===== config.mk =====
export PLATFORM = sky130hd
export DESIGN_NAME = lv_lbist_seq
export DESIGN_NICKNAME = d
export VERILOG_FILES = /design/src/rtl/lv_lbist_pkg.sv /design/src/rtl/lv_lbist_txn_tmr.sv /design/src/rtl/lv_lbist_seq.sv
export SDC_FILE = /design/constraint.sdc
export NUM_CORES = 1
export LEC_CHECK = 0
export ABC_AREA = 1
export CAP_MARGIN = 20
export CORE_AREA = 5 5 57 72
export CTS_CLUSTER_SIZE = 20
export DETAILED_ROUTE_END_ITERATION = 10
export DIE_AREA = 0 0 62 77
export PLACE_DENSITY = 0.67
export SLEW_MARGIN = 20
export SYNTH_ARGS = -nofsm -noshare
export SYNTH_HDL_FRONTEND = slang
export SYNTH_SLANG_ARGS = --single-unit

===== constraint.sdc =====
create_clock -name i_clk -period 2.4 [get_ports i_clk]
set_clock_uncertainty 0.05 [all_clocks]
set_input_delay 0.48 -clock i_clk [delete_from_list [all_inputs] [get_ports i_clk]]
set_output_delay 0.48 -clock i_clk [all_outputs]
set_load 0.02 [all_outputs]

===== src/rtl/lv_lbist_pkg.sv =====
// Shared types and parameter legality helper for the LV logic-BIST sequencer.
package lv_lbist_pkg;

   typedef enum logic [2:0] {
      IDLE = 3'd0,
      SEL  = 3'd1,
      REQ  = 3'd2,
      GAP  = 3'd3,
      DONE = 3'd4
   } lv_lbist_st_e;

   // True when the parameter set describes a sequencer that can be built.
   function automatic logic lv_lbist_params_ok(input int ch_num, input int req_num,
                                               input int pass_min, input int tmo_cyc);
      return (ch_num >= 32'sd1) && (ch_num <= 32'sd16) &&
             (req_num >= 32'sd1) &&
             (pass_min >= 32'sd1) && (pass_min <= req_num) &&
             (tmo_cyc >= 32'sd2);
   endfunction

endpackage


===== src/rtl/lv_lbist_txn_tmr.sv =====
// Per-transaction timeout counter plus per-channel transaction/OK counters.
// txn_done/txn_ok/chan_done describe the current cycle; ok_cnt is the OK count
// of the transactions already completed on the channel (excluding this cycle).
module lv_lbist_txn_tmr
   import lv_lbist_pkg::*;
#(
   parameter  int REQ_NUM = 4,
   parameter  int TMO_CYC = 16,
   localparam int CW      = $clog2(REQ_NUM + 1),
   localparam int TW      = $clog2(TMO_CYC)
) (
   input  logic          i_clk,
   input  logic          i_rst_n,
   input  logic          start,
   input  logic          active,
   input  logic          ack,
   input  logic          err,
   output logic          txn_done,
   output logic          txn_ok,
   output logic          chan_done,
   output logic [CW-1:0] ok_cnt
);

   localparam logic [TW-1:0] TMO_LAST = TW'(TMO_CYC - 1);
   localparam logic [CW-1:0] REQ_MAX  = CW'(REQ_NUM);

   logic [TW-1:0] tmo_r;
   logic [CW-1:0] txn_r;
   logic [CW-1:0] ok_r;
   logic [CW-1:0] txn_inc_s;
   logic          tmo_hit_s;

   // Completion decode: an ack always wins, even in the expiry cycle
   always_comb begin
      tmo_hit_s = (tmo_r == TMO_LAST);
      txn_done  = active & (ack | tmo_hit_s);
      txn_ok    = active & ack & ~err;
      if (txn_r < REQ_MAX) begin
         txn_inc_s = txn_r + CW'(1);
      end else begin
         txn_inc_s = txn_r;
      end
      chan_done = txn_done & (txn_inc_s == REQ_MAX);
      ok_cnt    = ok_r;
   end

   // Timeout runs only while a request is outstanding; counters restart per channel
   always_ff @(posedge i_clk or negedge i_rst_n) begin
      if (!i_rst_n) begin
         tmo_r <= '0;
         txn_r <= '0;
         ok_r  <= '0;
      end else begin
         if (!active || txn_done) begin
            tmo_r <= '0;
         end else begin
            tmo_r <= tmo_r + TW'(1);
         end
         if (start) begin
            txn_r <= '0;
            ok_r  <= '0;
         end else if (txn_done) begin
            txn_r <= txn_inc_s;
            if (txn_ok && (ok_r < REQ_MAX)) begin
               ok_r <= ok_r + CW'(1);
            end
         end
      end
   end

endmodule


===== src/rtl/lv_lbist_seq.sv =====
// LV logic-BIST sequencer: walks the enabled channels in index order, issues
// REQ_NUM timed request/ack transactions to each and records a pass/fail verdict.
module lv_lbist_seq
   import lv_lbist_pkg::*;
#(
   parameter int CH_NUM   = 2,
   parameter int REQ_NUM  = 4,
   parameter int PASS_MIN = 3,
   parameter int TMO_CYC  = 16
) (
   input  logic              i_clk,
   input  logic              i_rst_n,
   input  logic              i_bist_en,
   input  logic [CH_NUM-1:0] i_ch_mask,
   output logic [CH_NUM-1:0] o_ch_req,
   input  logic [CH_NUM-1:0] i_ch_ack,
   input  logic [CH_NUM-1:0] i_ch_err,
   output logic              o_bist_busy,
   output logic              o_bist_done,
   output logic              o_bist_fail,
   output logic [CH_NUM-1:0] o_ch_fail
);

   localparam int PW  = $clog2(CH_NUM + 1);
   localparam int CW  = $clog2(REQ_NUM + 1);
   localparam int CW1 = CW + 1;
   localparam logic [CW:0] PASS_LIM = CW1'(PASS_MIN);

   if (!lv_lbist_params_ok(CH_NUM, REQ_NUM, PASS_MIN, TMO_CYC)) begin : g_param_err
      $error("lv_lbist_seq: illegal CH_NUM/REQ_NUM/PASS_MIN/TMO_CYC combination");
   end

   lv_lbist_st_e      state_r;
   logic              bist_en_r;
   logic [CH_NUM-1:0] mask_r;
   logic [PW-1:0]     ptr_r;
   logic [CH_NUM-1:0] ch_oh_r;
   logic [CH_NUM-1:0] req_r;
   logic              busy_r;
   logic              done_r;
   logic              bist_fail_r;
   logic [CH_NUM-1:0] ch_fail_r;

   logic              found_s;
   logic [PW-1:0]     sel_idx_s;
   logic [CH_NUM-1:0] sel_oh_s;
   logic              ack_s;
   logic              err_s;
   logic              active_s;
   logic              chan_start_s;
   logic              ok_low_s;
   logic              txn_done_s;
   logic              txn_ok_s;
   logic              chan_done_s;
   logic [CW-1:0]     ok_cnt_s;

   // Lowest enabled channel at or above the pointer (scan high-to-low, last hit wins)
   always_comb begin
      found_s   = 1'b0;
      sel_idx_s = '0;
      sel_oh_s  = '0;
      for (int i = CH_NUM - 1; i >= 0; i--) begin
         if (mask_r[i] && (PW'(i) >= ptr_r)) begin
            found_s     = 1'b1;
            sel_idx_s   = PW'(i);
            sel_oh_s    = '0;
            sel_oh_s[i] = 1'b1;
         end else begin
            found_s = found_s;
         end
      end
   end

   // Only the requested channel's ack/err count, and only while its req is high
   always_comb begin
      ack_s        = |(i_ch_ack & req_r);
      err_s        = |(i_ch_err & req_r);
      active_s     = (state_r == REQ);
      chan_start_s = (state_r == SEL) && found_s;
      ok_low_s     = (({1'b0, ok_cnt_s} + {{CW{1'b0}}, txn_ok_s}) < PASS_LIM);
   end

   lv_lbist_txn_tmr #(
      .REQ_NUM (REQ_NUM),
      .TMO_CYC (TMO_CYC)
   ) u_txn_tmr (
      .i_clk     (i_clk),
      .i_rst_n   (i_rst_n),
      .start     (chan_start_s),
      .active    (active_s),
      .ack       (ack_s),
      .err       (err_s),
      .txn_done  (txn_done_s),
      .txn_ok    (txn_ok_s),
      .chan_done (chan_done_s),
      .ok_cnt    (ok_cnt_s)
   );

   // Sequencer FSM with channel pointer and registered verdict outputs
   always_ff @(posedge i_clk or negedge i_rst_n) begin
      if (!i_rst_n) begin
         state_r     <= IDLE;
         bist_en_r   <= 1'b0;
         mask_r      <= '0;
         ptr_r       <= '0;
         ch_oh_r     <= '0;
         req_r       <= '0;
         busy_r      <= 1'b0;
         done_r      <= 1'b0;
         bist_fail_r <= 1'b0;
         ch_fail_r   <= '0;
      end else begin
         bist_en_r <= i_bist_en;
         done_r    <= 1'b0;
         if ((state_r != IDLE) && !i_bist_en) begin
            state_r     <= IDLE;
            req_r       <= '0;
            busy_r      <= 1'b0;
            ch_fail_r   <= '0;
            bist_fail_r <= 1'b0;
         end else begin
            case (state_r)
               IDLE: begin
                  req_r  <= '0;
                  busy_r <= 1'b0;
                  if (i_bist_en && !bist_en_r) begin
                     mask_r      <= i_ch_mask;
                     ptr_r       <= '0;
                     ch_fail_r   <= '0;
                     bist_fail_r <= 1'b0;
                     busy_r      <= 1'b1;
                     state_r     <= SEL;
                  end
               end
               SEL: begin
                  if (found_s) begin
                     ptr_r   <= sel_idx_s;
                     ch_oh_r <= sel_oh_s;
                     req_r   <= sel_oh_s;
                     state_r <= REQ;
                  end else begin
                     busy_r      <= 1'b0;
                     done_r      <= 1'b1;
                     bist_fail_r <= |ch_fail_r;
                     state_r     <= DONE;
                  end
               end
               REQ: begin
                  if (txn_done_s) begin
                     req_r <= '0;
                     if (chan_done_s) begin
                        ch_fail_r <= ch_fail_r | (ch_oh_r & {CH_NUM{ok_low_s}});
                        ptr_r     <= ptr_r + PW'(1);
                        state_r   <= SEL;
                     end else begin
                        state_r <= GAP;
                     end
                  end
               end
               GAP: begin
                  req_r   <= ch_oh_r;
                  state_r <= REQ;
               end
               DONE: begin
                  state_r <= DONE;
               end
               default: begin
                  req_r   <= '0;
                  busy_r  <= 1'b0;
                  state_r <= IDLE;
               end
            endcase
         end
      end
   end

   assign o_ch_req    = req_r;
   assign o_bist_busy = busy_r;
   assign o_bist_done = done_r;
   assign o_bist_fail = bist_fail_r;
   assign o_ch_fail   = ch_fail_r;

endmodule


==> reports/qor.yml <==
status: "finished, final reports clean"
rsz0062_at_grt: "false"
synth_area_per_cell_um2: 7.658
ir_worst_vdd_uv: 592.7
synth_mux_area_frac: 0.007389
hold_buffers: 0
synth_fp_nets: 215
slowest_stage: "clkdlybuf4s50_1"
cts_sinks: 27
post_cts_buffers: 0
hpwl_um: 2513
crit_type: "primary input to flip-flop"
clockBufferDepth: 2
ys.flop_type: "dfrtp_1"
grt_pass1_wl_um: 5444
maxCapViolCount: 0
hold_viol: 0
yosys_register_bits: 27
drive_gt1_frac: 0.1031
maxSlewViolCount: 0
synth_edf_count: 0
p_per_area_nw_per_um2: 1029
fp.dieW_um: 62
antenna_found_initial: 0
post_cts_resize_count: 0
worst_setup_path_start_kind: "primary input"
drc: 0
initial_core_util: 0.4531
syn-cell-area_um2: 1524
path_cells: "clkdlybuf4s50_1 -> nand2_1 -> nand2_1 -> nand2_2 -> nor2_4 -> ha_1 -> ha_1 -> or2_2 -> nand2_1 -> nand3_1 -> a21oi_1 -> nand3_1 -> nand2_1"
yosys-top-cells-count: "61 x nand2_1, 28 x inv_1, 27 x dfrtp_1"
hold-path-cell-count: 1
avgRoutedWirePerCell_um: 11.89
synth.area.top_cells: "dfrtp_1 44%, nand2_1 15%, inv_1 6.9%"
seq_area_frac_synth: 0.4433
cts_root_buf: "clkbuf_8"
min_period_ns: 2.047
worstMarginPinSlew_ns: 0.4131
fin_util: 0.5372
final-seq-area_um2: 675.6
synth-simple-area-share: 0.3227
synth_cell_types: 24
hold_class: "flip-flop to flip-flop"
max_stage_delay_ns: 0.40
rr_worst_depth: 13
multi_input_area_um2: 732.0
synth_top_family_by_area: "simple AND/OR/NAND/NOR gates"
dpl_cell_area_um2: 1760
overflow: 0
yosysMostFrequentCell: "nand2_1"
drt-initial-drc-count: 42
via_count: 1315
final_area_um2: 1807
syn2layout_area_growth_pct: 18.55
grt_max_degree: 28
cellLeakagePower_nw: 0.9395
track_usage: 0.1491
yosys.area_share.adder: 0.05747
ant_nets: 0
ios: 16
fmax_ghz: 0.4886
crit_fanout: 3
min_period_over_period: 0.8528
num-fill-cells: 343
viasPerCell: 5.019
syn_inst: 199
diodes: 0
yosysTopAreaCell: "dfrtp_1"
io_buffers: 15
core_area_um2: 3363
clk_latency_ns: 0.27
wl_um: 3115
synth_xor_area_frac: 0.01149
setup_tns_ns: 0
report.final.setup_viol: 0
clk_pin_slew_ns: 0.09
fin_ws_ns: 0.3532
yosysWarnings: 0
post-place-ws_ns: 0.04603
die_area_um2: 4774
nets: 240
synth_compound_area_frac: 0.08128
dieHeight_um: 77
dr.pass1.iters: 4
cp_common_cell: "nand2_1"
crit_arrival_ns: 2.22
placementRows: 24
crit_required_ns: 2.57
netlist.area_leader.share: 0.4433
relSlewSlack: 0.7227
end_kind: "flip-flop"
async_flop_share: 1.000
htree_levels: 1
first_global_vias: 1236
numCtsBuffers: 3
cts_tree: "built"
finalWeightedCongestion: 0.7945
-- cells in the final DEF (no fill, tap or decap), drive strengths merged, types with 4 or more instances in the layout --
| cell | n |
|---|---|
| nand2 | 65 |
| inv | 31 |
| dfrtp | 27 |
| nor2 | 20 |
| nand3 | 19 |
| clkdlybuf4s50 | 15 |
| o21ai | 8 |
| ha | 7 |
| a21oi | 7 |
| buf | 5 |
| o22ai | 4 |
-- state kept, by name (all words and copies together), names as in the netlist --
| register | count |
|---|---|
| u_txn_tmr.ok_cnt | 3 |
| mask_r | 2 |
| o_bist_busy | 1 |
| o_bist_fail | 1 |
| state_r | 3 |
| o_bist_done | 1 |
| ch_oh_r | 2 |
| u_txn_tmr.tmo_r | 4 |
| o_ch_fail | 2 |
| ptr_r | 2 |
| bist_en_r | 1 |
| u_txn_tmr.txn_r | 3 |
| o_ch_req | 2 |
-- per-stage QoR --
step                total power, mW  hold WS [ns]  instances
finish                        1.860        0.4289        262
global placement              1.603        0.4061        258
CTS                           1.876        0.4284        262
global route                  2.036        0.4526        262
floorplan                     1.323        0.1344        199
detailed placement            1.617        0.4092        258
-- cell type report --
| type | instances | share of cell area |
|---|---|---|
| well taps | 39 | 0.02701 |
| clock inverters | 1 | 0.002770 |
| repair buffers | 20 | 0.1039 |
| multi-input cells | 141 | 0.4051 |
| flip-flops and latches | 27 | 0.3740 |
| inverters | 31 | 0.06440 |
| clock buffers | 3 | 0.02285 |
-- critical path, delay by kind of cell --
kind,cells,cell delay [ns]
buf+inv,1,0.40
compound gates,1,0.13
fa+ha+maj,2,0.38
simple gates,9,0.83
-- power breakdown --
group / total [mW] / switching (mW) / internal, mW
Combinational: 0.912 / 0.576 / 0.336
Sequential: 0.688 / 0.110 / 0.578
Clock: 0.260 / 0.144 / 0.117
Total: 1.86 / 0.829 / 1.03
-- kinds of logic after synthesis --
family / Yosys count
flip-flops: 27
AO/OA/AOI/OAI: 22
adder cells (fa/ha/maj): 7
multiplexers: 1
buffers and inverters: 31
AND/OR/NAND/NOR: 109
XOR/XNOR: 2
-- per-layer routing --
metal / routed length [um] / GRT usage / vias to the layer above
met5: 0 / 0 / -
met4: 55 / 0.05732 / 0
met3: 67 / 0.02017 / 5
met2: 1664 / 0.2396 / 23
met1: 1329 / 0.1962 / 607
li1: - / - / 680
-- worst paths after layout --
kind                                         start                  end  slack, ns
worst max-delay path                   i_ch_ack[1]         o_ch_fail[1]       0.35
worst min-delay path            u_txn_tmr.tmo_r[0]   u_txn_tmr.tmo_r[0]       0.43
max in group asynchronous                  i_rst_n  u_txn_tmr.ok_cnt[0]       1.53
worst min register to register  u_txn_tmr.tmo_r[0]   u_txn_tmr.tmo_r[0]       0.43
min in group asynchronous                  i_rst_n          o_ch_req[0]       0.52
worst max register to register          state_r[2]         o_ch_fail[1]       0.38
No activity file was read; power rests on OpenSTA's default activity.
